<file path="src/rtl/dmem_pkg.sv">
// Shared encodings, FSM state type and lane helpers for the data-memory access path.
package dmem_pkg;

  localparam logic [1:0] SZ_BYTE    = 2'b00;
  localparam logic [1:0] SZ_HALF    = 2'b01;
  localparam logic [1:0] SZ_WORD    = 2'b10;
  localparam logic [1:0] SZ_ILLEGAL = 2'b11;

  localparam int unsigned TIMEOUT_DEFAULT = 255;

  typedef enum logic [1:0] {StIdle, StBus, StResp} dmem_state_e;

  function automatic logic [3:0] byte_enable(logic [1:0] size, logic [1:0] off);
    case (size)
      SZ_BYTE: return 4'b0001 << off;
      SZ_HALF: return 4'b0011 << off;
      default: return 4'b1111;
    endcase
  endfunction

  function automatic logic is_misaligned(logic [1:0] size, logic [1:0] off);
    return ((size == SZ_HALF) && off[0]) || ((size == SZ_WORD) && (off != 2'b00));
  endfunction

  // Replicate store data across lanes so byte enables alone pick the target bytes.
  function automatic logic [31:0] lane_wdata(logic [1:0] size, logic [31:0] wdata);
    case (size)
      SZ_BYTE: return {4{wdata[7:0]}};
      SZ_HALF: return {2{wdata[15:0]}};
      default: return wdata;
    endcase
  endfunction

endpackage

</file>
<file path="src/rtl/dmem_access_ctrl_if.sv">
// Ready/valid data-memory bus; the controller is the master, the memory the slave.
interface dmem_access_ctrl_if;

  logic        mem_valid;
  logic        mem_we;
  logic [31:0] mem_addr;
  logic [3:0]  mem_be;
  logic [31:0] mem_wdata;
  logic        mem_ready;
  logic [31:0] mem_rdata;

  modport master (
    output mem_valid, mem_we, mem_addr, mem_be, mem_wdata,
    input  mem_ready, mem_rdata
  );

  modport slave (
    input  mem_valid, mem_we, mem_addr, mem_be, mem_wdata,
    output mem_ready, mem_rdata
  );

endinterface

</file>
<file path="src/rtl/dmem_lane_align.sv">
// Combinational load-data extraction: shift the addressed lane down, then sign/zero extend.
module dmem_lane_align
  import dmem_pkg::*;
(
  input  logic [31:0] rdata_i,
  input  logic [1:0]  off_i,
  input  logic [1:0]  size_i,
  input  logic        unsigned_i,
  output logic [31:0] data_o
);

  logic [31:0] shifted;

  assign shifted = rdata_i >> {off_i, 3'b000};

  always_comb begin
    data_o = shifted;
    case (size_i)
      SZ_BYTE: data_o = {{24{~unsigned_i & shifted[7]}}, shifted[7:0]};
      SZ_HALF: data_o = {{16{~unsigned_i & shifted[15]}}, shifted[15:0]};
      default: data_o = shifted;
    endcase
  end

endmodule

</file>
<file path="src/rtl/dmem_access_ctrl.sv">
// Load/store sequencer: checks alignment, runs one bus transaction with timeout,
// returns extended load data and stalls the core until the access completes.
module dmem_access_ctrl
  import dmem_pkg::*;
#(
  parameter int unsigned TIMEOUT = TIMEOUT_DEFAULT
) (
  input  logic                clk,
  input  logic                rst_n,
  input  logic                req_valid_i,
  input  logic                req_we_i,
  input  logic [1:0]          req_size_i,
  input  logic                req_unsigned_i,
  input  logic [31:0]         req_addr_i,
  input  logic [31:0]         req_wdata_i,
  output logic                stall_o,
  output logic                done_o,
  output logic                fault_o,
  output logic [31:0]         rdata_o,
  dmem_access_ctrl_if.master  mem
);

  localparam logic [7:0] LastWait = 8'(TIMEOUT - 1);

  dmem_state_e state_q;
  logic [7:0]  wait_q;
  logic        mem_valid_q;
  logic        mem_we_q;
  logic [31:0] addr_q;
  logic [3:0]  be_q;
  logic [31:0] wdata_q;
  logic [1:0]  off_q;
  logic [1:0]  size_q;
  logic        uns_q;
  logic        done_q;
  logic        fault_q;
  logic [31:0] rdata_q;
  logic [31:0] load_data;
  logic        req_bad;

  assign req_bad = (req_size_i == SZ_ILLEGAL) || is_misaligned(req_size_i, req_addr_i[1:0]);

  dmem_lane_align u_lane_align (
    .rdata_i    (mem.mem_rdata),
    .off_i      (off_q),
    .size_i     (size_q),
    .unsigned_i (uns_q),
    .data_o     (load_data)
  );

  always_ff @(posedge clk or negedge rst_n) begin
    if (!rst_n) begin
      state_q     <= StIdle;
      wait_q      <= 8'd0;
      mem_valid_q <= 1'b0;
      mem_we_q    <= 1'b0;
      addr_q      <= 32'd0;
      be_q        <= 4'd0;
      wdata_q     <= 32'd0;
      off_q       <= 2'd0;
      size_q      <= SZ_BYTE;
      uns_q       <= 1'b0;
      done_q      <= 1'b0;
      fault_q     <= 1'b0;
      rdata_q     <= 32'd0;
    end else begin
      case (state_q)
        StIdle: begin
          if (req_valid_i) begin
            if (req_bad) begin
              state_q <= StResp;
              done_q  <= 1'b1;
              fault_q <= 1'b1;
              if (!req_we_i) rdata_q <= 32'd0;
            end else begin
              state_q     <= StBus;
              wait_q      <= 8'd0;
              mem_valid_q <= 1'b1;
              mem_we_q    <= req_we_i;
              addr_q      <= {req_addr_i[31:2], 2'b00};
              be_q        <= byte_enable(req_size_i, req_addr_i[1:0]);
              wdata_q     <= lane_wdata(req_size_i, req_wdata_i);
              off_q       <= req_addr_i[1:0];
              size_q      <= req_size_i;
              uns_q       <= req_unsigned_i;
            end
          end
        end
        StBus: begin
          if (mem.mem_ready) begin
            state_q     <= StResp;
            wait_q      <= 8'd0;
            mem_valid_q <= 1'b0;
            done_q      <= 1'b1;
            if (!mem_we_q) rdata_q <= load_data;
          end else if (wait_q == LastWait) begin
            state_q     <= StResp;
            mem_valid_q <= 1'b0;
            done_q      <= 1'b1;
            fault_q     <= 1'b1;
            if (!mem_we_q) rdata_q <= 32'd0;
          end else if (wait_q != 8'hFF) begin
            wait_q <= wait_q + 8'd1;
          end
        end
        StResp: begin
          // Core advances this cycle, so any still-visible req_valid is stale.
          state_q <= StIdle;
          done_q  <= 1'b0;
          fault_q <= 1'b0;
        end
        default: state_q <= StIdle;
      endcase
    end
  end

  assign stall_o       = req_valid_i && (state_q != StResp);
  assign done_o        = done_q;
  assign fault_o       = fault_q;
  assign rdata_o       = rdata_q;
  assign mem.mem_valid = mem_valid_q;
  assign mem.mem_we    = mem_we_q;
  assign mem.mem_addr  = addr_q;
  assign mem.mem_be    = be_q;
  assign mem.mem_wdata = wdata_q;

endmodule

</file>
<file path="src/flat_wrapper.sv">
// flat-port wrapper written by rule: the top's interface ports become plain ports
module dmem_access_ctrl_flat import dmem_pkg::*;
#(
  parameter int unsigned TIMEOUT = TIMEOUT_DEFAULT
)
  (clk, rst_n, req_valid_i, req_we_i, req_size_i, req_unsigned_i, req_addr_i, req_wdata_i, stall_o, done_o, fault_o, rdata_o, mem_mem_valid, mem_mem_we, mem_mem_addr, mem_mem_be, mem_mem_wdata, mem_mem_ready, mem_mem_rdata);
  dmem_access_ctrl_if mem_i ();
  input  logic clk;
  input  logic rst_n;
  input  logic req_valid_i;
  input  logic req_we_i;
  input  logic [1:0] req_size_i;
  input  logic req_unsigned_i;
  input  logic [31:0] req_addr_i;
  input  logic [31:0] req_wdata_i;
  output logic stall_o;
  output logic done_o;
  output logic fault_o;
  output logic [31:0] rdata_o;
  output wire logic [$bits(mem_i.mem_valid)-1:0] mem_mem_valid;
  output wire logic [$bits(mem_i.mem_we)-1:0] mem_mem_we;
  output wire logic [$bits(mem_i.mem_addr)-1:0] mem_mem_addr;
  output wire logic [$bits(mem_i.mem_be)-1:0] mem_mem_be;
  output wire logic [$bits(mem_i.mem_wdata)-1:0] mem_mem_wdata;
  input wire logic [$bits(mem_i.mem_ready)-1:0] mem_mem_ready;
  input wire logic [$bits(mem_i.mem_rdata)-1:0] mem_mem_rdata;
  assign mem_mem_valid = mem_i.mem_valid;
  assign mem_mem_we = mem_i.mem_we;
  assign mem_mem_addr = mem_i.mem_addr;
  assign mem_mem_be = mem_i.mem_be;
  assign mem_mem_wdata = mem_i.mem_wdata;
  assign mem_i.mem_ready = mem_mem_ready;
  assign mem_i.mem_rdata = mem_mem_rdata;
  dmem_access_ctrl #(.TIMEOUT(TIMEOUT)) u_core (.clk(clk), .rst_n(rst_n), .req_valid_i(req_valid_i), .req_we_i(req_we_i), .req_size_i(req_size_i), .req_unsigned_i(req_unsigned_i), .req_addr_i(req_addr_i), .req_wdata_i(req_wdata_i), .stall_o(stall_o), .done_o(done_o), .fault_o(fault_o), .rdata_o(rdata_o), .mem(mem_i));
endmodule
</file>
<file path="config.mk">
export PLATFORM = sky130hd
export DESIGN_NAME = dmem_access_ctrl_flat
export DESIGN_NICKNAME = d
export VERILOG_FILES = /design/src/rtl/dmem_pkg.sv /design/src/rtl/dmem_access_ctrl_if.sv /design/src/rtl/dmem_lane_align.sv /design/src/rtl/dmem_access_ctrl.sv /design/src/flat_wrapper.sv
export SDC_FILE = /design/constraint.sdc
export NUM_CORES = 1
export LEC_CHECK = 0
export CAP_MARGIN = 20
export CORE_MARGIN = 8
export CORE_UTILIZATION = 40
export CTS_CLUSTER_DIAMETER = 40
export DETAILED_ROUTE_END_ITERATION = 7
export GPL_TIMING_DRIVEN = 0
export PLACE_DENSITY = 0.71
export SYNTH_ARGS = -nofsm -noshare
export SYNTH_HDL_FRONTEND = slang
export SYNTH_SLANG_ARGS = --single-unit
</file>
<file path="constraint.sdc">
create_clock -name clk -period 2.1 [get_ports clk]
set_input_delay 0.63 -clock clk [delete_from_list [all_inputs] [get_ports clk]]
set_output_delay 0.63 -clock clk [all_outputs]
set_load 0.01 [all_outputs]
</file>
==> flow_metrics.tcl, run 1 <==
set metrics [dict create \
    required_ns 2.39 \
    drive_gt1_share_pct 19.6 \
    period_needed_ns 2.04 \
    tritoncts "built" \
    first_iter_violations 305 \
    slowest_delay_ns 0.51 \
    path_buf_inv 1 \
    core_sq_mm 0.0139 \
    clock_latency_ns 0.41 \
    drtPass1Iterations 4 \
    crit_family "multiplexers" \
    worstPathArrival_ns 2.33 \
    antenna_found_initial 1 \
    portBuffers 204 \
    fin_util_pct 62.7 \
    antenna_left 0 \
    grt_pass1_wl_mm 30.0 \
    cts_made_buffers 17 \
    rsz0062_at_grt "false" \
    synth_edf_count 0 \
    ctsHoldBuffers 0 \
    total_leakage_power_nw 3.66 \
    clk_pin_slew_ns 0.06 \
    clock_skew_ns 0.00831 \
    cp-start-kind "input pin" \
    syn_inst 507 \
    grt_max_degree 64 \
    crit_chain "clkdlybuf4s50_1 -> mux4_2 -> and3_1 -> a221oi_1 -> o2bb2ai_1" \
    fp.dieH_um 135 \
    period_share_pct 97.2 \
    reg2regPathDepth 6 \
    final_cells 931 \
    reg2reg_slack_ns 0.14 \
    die_area_sq_mm 0.0183 \
    die_w_um 135 \
    slew_viol_final 0 \
    place_area_sq_mm 0.00800 \
    maxCapViolCount 0 \
    hold_path.class "input pin to asynchronous set/reset pin" \
    rr_endpoint "u_core.rdata_o[6]" \
    grt.total_usage_pct 20.8 \
    cts_sinks 117 \
    synth-main-ff-cell "dfrtp_1" \
    r2r-start "u_core.state_q[1]" \
    ys_types 54 \
    synth_seq_cells 117 \
    ys_async_sr_fraction_pct 100 \
    dp_hpwl_mm 14.4 \
    initial_core_util_pct 41.0 \
    vias 5024 \
    status "complete, no violations" \
    power_density_mw_per_mm2 1220 \
    max_slew_margin_pct 38.0 \
    placed_cells 893 \
    globalRoute.totalOverflow 0 \
    crit_path_top_delay_cell "mux4_2" \
    max_freq_ghz 0.490 \
    htree_levels 4 \
    fin_nets 843 \
    layout_common_cells "clkdlybuf4s50_1 (197), dfrtp_1 (117), mux2_2 (66)" \
    power_w 0.0106 \
    vias_per_cell 5.40 \
    rows 43 \
    hold_viol 0 \
    worstMarginPinSlew_ns 0.927 \
    routedWlPerCell_um 20.1 \
    seq_area_frac_synth_pct 51.4 \
    final_area_sq_mm 0.00871 \
    globalplace.congestion 0.851 \
    layout_commonest_cell "clkdlybuf4s50_1" \
    path_class "input pin to flop" \
    post-route-drc-count 0 \
    yosys_warnings 0 \
    syn_avg_cell_area_sq_um 11.2 \
    totalWireLength_mm 18.8 \
    clk_path_buf_depth 2 \
    area_growth_pct 52.9 \
    finalSetupViolCount 0 \
    peakVddDrop_mv 0.688 \
    syn_area_sq_mm 0.00570 \
    worst-path-max-fanout 8 \
    ioPinCount 209 \
    root_buffer "clkbuf_16" \
    crit_path_end_kind "flop" \
    grt_pass1_vias 5464 \
]
==> per-stage QoR <==
step | setup WS, ns | hold slack, ns | TNS (ns)
2_1_floorplan | -0.000202 | 0.334 | -0.000202
3_3_place_gp | -4.04 | 0.463 | -526.33
3_5_place_dp | -0.658 | 0.473 | -57.51
4_1_cts | -0.0338 | 0.182 | -0.424
5_1_grt | 0.00289 | 0.197 | 0
6_report | 0.0597 | 0.158 | 0
==> cell usage after synthesis (5+ instances only) <==
library cell | n | share of area [%]
o21a_1 | 5 | 0.66
o21ai_0 | 32 | 2.8
a31oi_1 | 20 | 2.2
mux2i_1 | 33 | 5.8
dfrtp_1 | 117 | 51
mux2_2 | 66 | 13
o2bb2ai_1 | 8 | 1.2
nor2_1 | 26 | 1.7
nand2_1 | 53 | 3.5
a32o_1 | 6 | 1.1
inv_1 | 7 | 0.46
clkbuf_1 | 16 | 1.1
buf_2 | 10 | 0.88
a211oi_1 | 9 | 1.2
a21oi_1 | 26 | 2.3
a221oi_1 | 8 | 1.2
==> sequential cells by signal (all words and copies together), names as in the netlist <==
| signal | count |
|---|---|
| u_core.done_o | 1 |
| u_core.fault_o | 1 |
| u_core.mem.mem_addr | 30 |
| u_core.mem.mem_be | 4 |
| u_core.mem.mem_valid | 1 |
| u_core.mem.mem_wdata | 32 |
| u_core.mem.mem_we | 1 |
| u_core.off_q | 2 |
| u_core.rdata_o | 32 |
| u_core.size_q | 2 |
| u_core.state_q | 2 |
| u_core.uns_q | 1 |
| u_core.wait_q | 8 |
==> cells by family (layout without fill, tap and decap cells) <==
kind of cell | Yosys count | count (layout) | share of synthesized area (%)
and+or+nand+nor | 110 | 110 | 9.31
AOI/OAI and AO/OA | 132 | 132 | 15.4
other | 1 | 3 | 0.0658
xor gates and xnor gates | 1 | 1 | 0.154
adders and majority gates | 2 | 2 | 0.439
buffers and inverters | 43 | 285 | 3.71
muxes | 101 | 101 | 19.5
DFF | 117 | 117 | 51.4
==> final cells by class <==
cell class              instances  area, sq um
fillers                      1110         5170
flip-flops and latches        117         2930
inverters                       8         30.0
multi-input cells             348         2600
clock inverters                13          158
clock buffers                  19          443
diodes                          1         2.50
plain buffers                  34          208
well taps                     180          225
repair buffers                211         2120
==> worst reg2reg max path, delay by kind of cell, from the launching register on <==
family / cells / cell delay [ns]
buffers and inverters: 2 / 0.30
multiplexers: 1 / 0.30
flip-flops: 1 / 0.39
AO/OA/AOI/OAI: 1 / 0.09
AND/OR/NAND/NOR: 2 / 0.77
==> power breakdown <==
| group | internal, W | switching [W] |
|---|---|---|
| clock | 0.00189 | 0.00106 |
| combinational | 0.00229 | 0.00186 |
| sequential | 0.00302 | 0.000465 |
==> worst max path at each step <==
stage / from / depth (start not counted) / end / slack [ns]
6_report: mem_mem_rdata[31] / 5 / u_core.rdata_o[14] / 0.06
5_1_grt: u_core.mem.mem_we / 1 / mem_mem_we / 0.003
4_1_cts: mem_mem_rdata[23] / 6 / u_core.rdata_o[12] / -0.03
3_5_place_dp: req_valid_i / 7 / u_core.rdata_o[6] / -0.66
3_3_place_gp: rst_n / 1 / u_core.mem.mem_addr[3] / -4.04
2_1_floorplan: req_we_i / 6 / u_core.rdata_o[6] / -0.0002
==> routing by layer <==
layer / wire length, um / vias up / GRT usage [%]
li1: - / 2328 / -
met1: 7360 / 2474 / 24.0
met2: 9090 / 199 / 33.6
met3: 2020 / 23 / 9.38
met4: 291 / 0 / 7.28
met5: 0 / - / 0
==> repair_timing <==
item                       CTS  global route
setup endpoints to repair   95            92
pin swaps                    3             2
buffers inserted             5             1
gates resized for setup     17            18
No activity file was read; power rests on OpenSTA's default activity.
==> run 2: changes to the inputs <==
Settings changed: CORE_UTILIZATION 40 to 45, PLACE_DENSITY 0.71 to 0.79, SLEW_MARGIN set to 20, TNS_END_PERCENT set to 20.
==> run 2 against run 1 <==
Effect of this change:
- first-iteration DRC count is 35% higher
- setup slack got worse by 0.014 ns
- clock power is 7.5% lower
- critical path type unchanged
==> flow_metrics.tcl, run 2 (same netlist as run 1, synthesis figures left out) <==
set metrics [dict create \
    status "complete, no violations" \
    drtPass1Iterations 5 \
    routedWlPerCell_um 20.0 \
    cp-start-kind "input pin" \
    die_w_um 129 \
    r2r-start "u_core.off_q[0]" \
    layout_commonest_cell "clkdlybuf4s50_1" \
    antenna_left 0 \
    hold_viol 0 \
    rsz0062_at_grt "true" \
    slew_viol_final 0 \
    totalWireLength_mm 18.6 \
    initial_core_util_pct 45.7 \
    drive_gt1_share_pct 20.3 \
    htree_levels 4 \
    fin_nets 848 \
    max_slew_margin_pct 41.4 \
    hold_path.class "input pin to asynchronous set/reset pin" \
    n_antenna_cell 0 \
    finalSetupViolCount 0 \
    first_iter_violations 411 \
    power_density_mw_per_mm2 1200 \
    total_leakage_power_nw 3.67 \
    cp-startpoint "mem_mem_rdata[31]" \
    antenna_found_initial 1 \
    globalplace.congestion 0.876 \
    clk_pin_slew_ns 0.06 \
    clock_latency_ns 0.42 \
    grt.total_usage_pct 22.9 \
    period_needed_ns 2.05 \
    cts_made_buffers 17 \
    crit_path_end_kind "flop" \
    worstMarginPinSlew_ns 0.875 \
    holdWs_ns 0.171 \
    vias 5079 \
    fp.dieH_um 129 \
    required_ns 2.40 \
    area_growth_pct 53.3 \
    cts_sinks 117 \
    dp_hpwl_mm 13.8 \
    ioPinCount 209 \
    fin_util_pct 70.0 \
    root_buffer "clkbuf_16" \
    grt_max_degree 61 \
    grt_pass1_vias 5534 \
    portBuffers 204 \
    rows 41 \
    place_area_sq_mm 0.00799 \
    die_area_sq_mm 0.0165 \
    tritoncts "built" \
    period_share_pct 97.8 \
    path_class "input pin to flop" \
    final.setup.worst_slack_ns 0.0453 \
    n_fill_cell 931 \
    globalRoute.totalOverflow 0 \
    maxCapViolCount 0 \
    worstPathArrival_ns 2.35 \
    place_ws_ns -0.659 \
    layout_common_cells "clkdlybuf4s50_1 (197), dfrtp_1 (117), mux2_2 (66)" \
    core_sq_mm 0.0125 \
    clock_skew_ns 0.00991 \
    worst-path-max-fanout 8 \
    clk_path_buf_depth 2 \
    final_area_sq_mm 0.00873 \
    grt_pass1_wl_mm 29.2 \
    max_freq_ghz 0.487 \
    peakVddDrop_mv 0.752 \
    post-route-drc-count 0 \
    vias_per_cell 5.48 \
]
run 2: cell type report:
type	count	area, sq um	area share [%]
clock buffer	21	460	5.27
tap	172	215	2.46
inverter	8	30.0	0.344
multi-input combinational	348	2630	30.1
timing repair buffer	216	2160	24.7
clock inverter	11	104	1.19
sequential	117	2930	33.5
buffer	34	204	2.34
run 2: final timing paths:
check,to,slack [ns],cells after the start
max,u_core.rdata_o[9],0.05,5
min,u_core.mem.mem_addr[31],0.17,1
max reg2reg,u_core.rdata_o[9],0.11,5
min reg2reg,u_core.mem.mem_wdata[27],0.48,2
max in group asynchronous,u_core.wait_q[0],1.23,2
min in group clk,u_core.mem.mem_wdata[27],0.48,2
run 2: stage by stage:
step / cells / setup TNS [ns] / power (W)
global route: 927 / -0.00746 / 0.0110
global placement: 884 / -527.43 / 0.00747
detailed placement: 885 / -57.58 / 0.00760
finish: 927 / 0 / 0.0105
floorplan: 508 / -0.000202 / 0.00534
CTS: 922 / -0.00770 / 0.0105
run 2: layer usage:
metal	track usage, %	wire (um)
met5	0	11
met4	11.0	528
met3	10.5	1950
met2	36.9	8950
met1	25.3	7120
run 2: report_power, final:
| part | switching [W] | internal [W] | leakage [nW] |
|---|---|---|---|
| sequential | 0.000483 | 0.00303 | 1.46 |
| clock | 0.00104 | 0.00169 | 0.261 |
| combinational | 0.00190 | 0.00233 | 1.94 |
run 2: critical path: stages:
cell,delay [ns]
clkdlybuf4s50_1,0.50
mux4_2,0.53
and3_1,0.29
a221oi_1,0.30
o2bb2ai_1,0.10
run 2: timing repair:
action,CTS,global route
setup buffers,5,6
hold buffers,0,0
pin swaps,2,2
resized for setup,19,20
endpoints found under the setup margin,93,94
==> run 3: changes to the inputs <==
Settings changed: RECOVER_POWER set to 25, SLEW_MARGIN 20 to 10.
==> run 3 against run 2 <==
Effect of this change:
- the run now ends with capacitance limit, slew limit left
- clock-buffer cell count stayed put
- clock skew hardly changed
- register-to-register slack hardly changed
- non-clock buffer count stayed put
- die area stayed put
- total power stayed put
- cell count stayed put
- utilization is 0.050 points lower
- via count is 0.14% lower
- design area hardly changed
- sequential cell count stayed put
- sequential power hardly changed
- critical endpoint unchanged
==> flow_metrics.tcl, run 3 (same netlist as run 1, synthesis figures left out) <==
set metrics [dict create \
    drtPass1Iterations 5 \
    final_cells 927 \
    portBuffers 204 \
    worstPathArrival_ns 2.36 \
    tritoncts "built" \
    power_w 0.0105 \
    drive_gt1_share_pct 20.3 \
    seqPwrFrac_pct 33.5 \
    regArea_sq_mm 0.00293 \
    cp-start-kind "input pin" \
    ioPinCount 209 \
    layout_common_cells "clkdlybuf4s50_1 (197), dfrtp_1 (117), mux2_2 (66)" \
    area_growth_pct 53.2 \
    antenna_left 0 \
    clk_path_buf_depth 2 \
    finalSetupViolCount 0 \
    final_area_sq_mm 0.00873 \
    power_frac_clock_pct 26.0 \
    n_antenna_cell 0 \
    grt_pass1_vias 5534 \
    max_freq_ghz 0.486 \
    grt_pass1_wl_mm 29.2 \
    path_buf_inv 1 \
    crit_chain "clkdlybuf4s50_1 -> mux4_2 -> and3_1 -> a221oi_1 -> o2bb2ai_1" \
    hold_path.class "flop to flop" \
    slew_viol_final 57 \
    peakVddDrop_mv 0.752 \
    hold_viol 0 \
    path_class "input pin to flop" \
    cp-startpoint "mem_mem_rdata[31]" \
    period_needed_ns 2.06 \
    grt_max_degree 61 \
    die_w_um 129 \
    crit_family "multiplexers" \
    totalWireLength_mm 18.6 \
    first_iter_violations 411 \
    routedWlPerCell_um 20.0 \
    antenna_found_initial 1 \
    clock_latency_ns 0.42 \
    dp_hpwl_mm 13.8 \
    maxCapViolCount 1 \
    cts_made_buffers 17 \
    fin_util_pct 70.0 \
    p_int_w 0.00704 \
    globalplace.congestion 0.876 \
    cts_sinks 117 \
    die_area_sq_mm 0.0165 \
    root_buffer "clkbuf_16" \
    clock_skew_ns 0.00991 \
    n_fill_cell 930 \
    place_area_sq_mm 0.00799 \
    post-route-drc-count 0 \
    slowest_delay_ns 0.53 \
    r2r-start "u_core.off_q[0]" \
    required_ns 2.40 \
    grt.total_usage_pct 22.9 \
    crit_path_top_delay_cell "mux4_2" \
    globalRoute.totalOverflow 0 \
    core_sq_mm 0.0125 \
    crit_path_end_kind "flop" \
    worstMarginPinSlew_ns 1.51 \
    rows 41 \
    layout_commonest_cell "clkdlybuf4s50_1" \
    worst-path-max-fanout 8 \
    comb_power_share_pct 40.5 \
    vias 5072 \
    placed_cells 885 \
    ctsHoldBuffers 0 \
    power.share.switching_pct 32.7 \
    initial_core_util_pct 45.7 \
    violations "capacitance limit, slew limit" \
    rsz0062_at_grt "true" \
    hold_start "u_core.mem.mem_wdata[27]" \
    power_density_mw_per_mm2 1200 \
    p_sw_w 0.00342 \
    htree_levels 4 \
    max_slew_margin_pct -0.644 \
    period_share_pct 98.1 \
    multi_input_area_sq_mm 0.00263 \
    total_leakage_power_nw 3.67 \
    fin_nets 848 \
    clk_pin_slew_ns 0.06 \
    vias_per_cell 5.47 \
    fp.dieH_um 129 \
    status "complete, but fails checks" \
]
[run 3: power groups by stage]
stage / clock (W) / combinational (W) / sequential [W]
after floorplan: 0 / 0.00154 / 0.00380
after global placement: 0 / 0.00400 / 0.00347
after detailed placement: 0 / 0.00407 / 0.00352
after CTS: 0.00277 / 0.00418 / 0.00351
after global routing: 0.00287 / 0.00455 / 0.00360
final: 0.00272 / 0.00423 / 0.00351
[run 3: repair_timing]
item | CTS | global route
gates resized for setup | 19 | 20
setup buffers | 5 | 6
pin swaps | 2 | 2
endpoints found under the setup margin | 93 | 94
cloned | 0 | 0
[run 3: worst paths after layout]
path | cells after the start | to | slack [ns]
max | 5 | u_core.rdata_o[9] | 0.04
min | 2 | u_core.mem.mem_wdata[27] | 0.48
max reg2reg | 5 | u_core.rdata_o[9] | 0.10
min reg2reg | 2 | u_core.mem.mem_wdata[27] | 0.48
max in group asynchronous | 2 | u_core.wait_q[0] | 0.55
min in group asynchronous | 1 | u_core.mem.mem_addr[31] | 0.57
[run 3: final cells by class]
cell class	count	share of cell area, %
multi-input cells	348	30.2
well taps	172	2.47
plain buffers	34	2.34
clock inverters	11	1.19
flip-flops and latches	117	33.6
inverters	8	0.344
clock buffers	21	5.28
repair buffers	216	24.7
[run 3: routing by layer]
layer / track usage (%) / vias up / routed length, um
met2: 36.9 / 205 / 8950
li1: - / 2341 / -
met3: 10.5 / 45 / 1950
met5: 0 / - / 11
met4: 11.0 / 2 / 528
met1: 25.3 / 2479 / 7110
[run 3: worst reg2reg max path, stage by stage, from the launching register on]
cell and delay [ns]:
dfrtp_1 0.33, clkbuf_1 0.30, clkbuf_1 0.48, nor2_1 0.30
a221oi_1 0.36, o2bb2ai_1 0.10
[run 3: through the flow]
stage | hold WS, ns | setup slack [ns] | setup TNS, ns
6_report | 0.482 | 0.0408 | 0
5_1_grt | 0.519 | -0.00608 | -0.00746
4_1_cts | 0.186 | -0.00770 | -0.00770
3_5_place_dp | 0.473 | -0.659 | -57.58
3_3_place_gp | 0.462 | -4.04 | -527.43
2_1_floorplan | 0.334 | -0.000202 | -0.000202
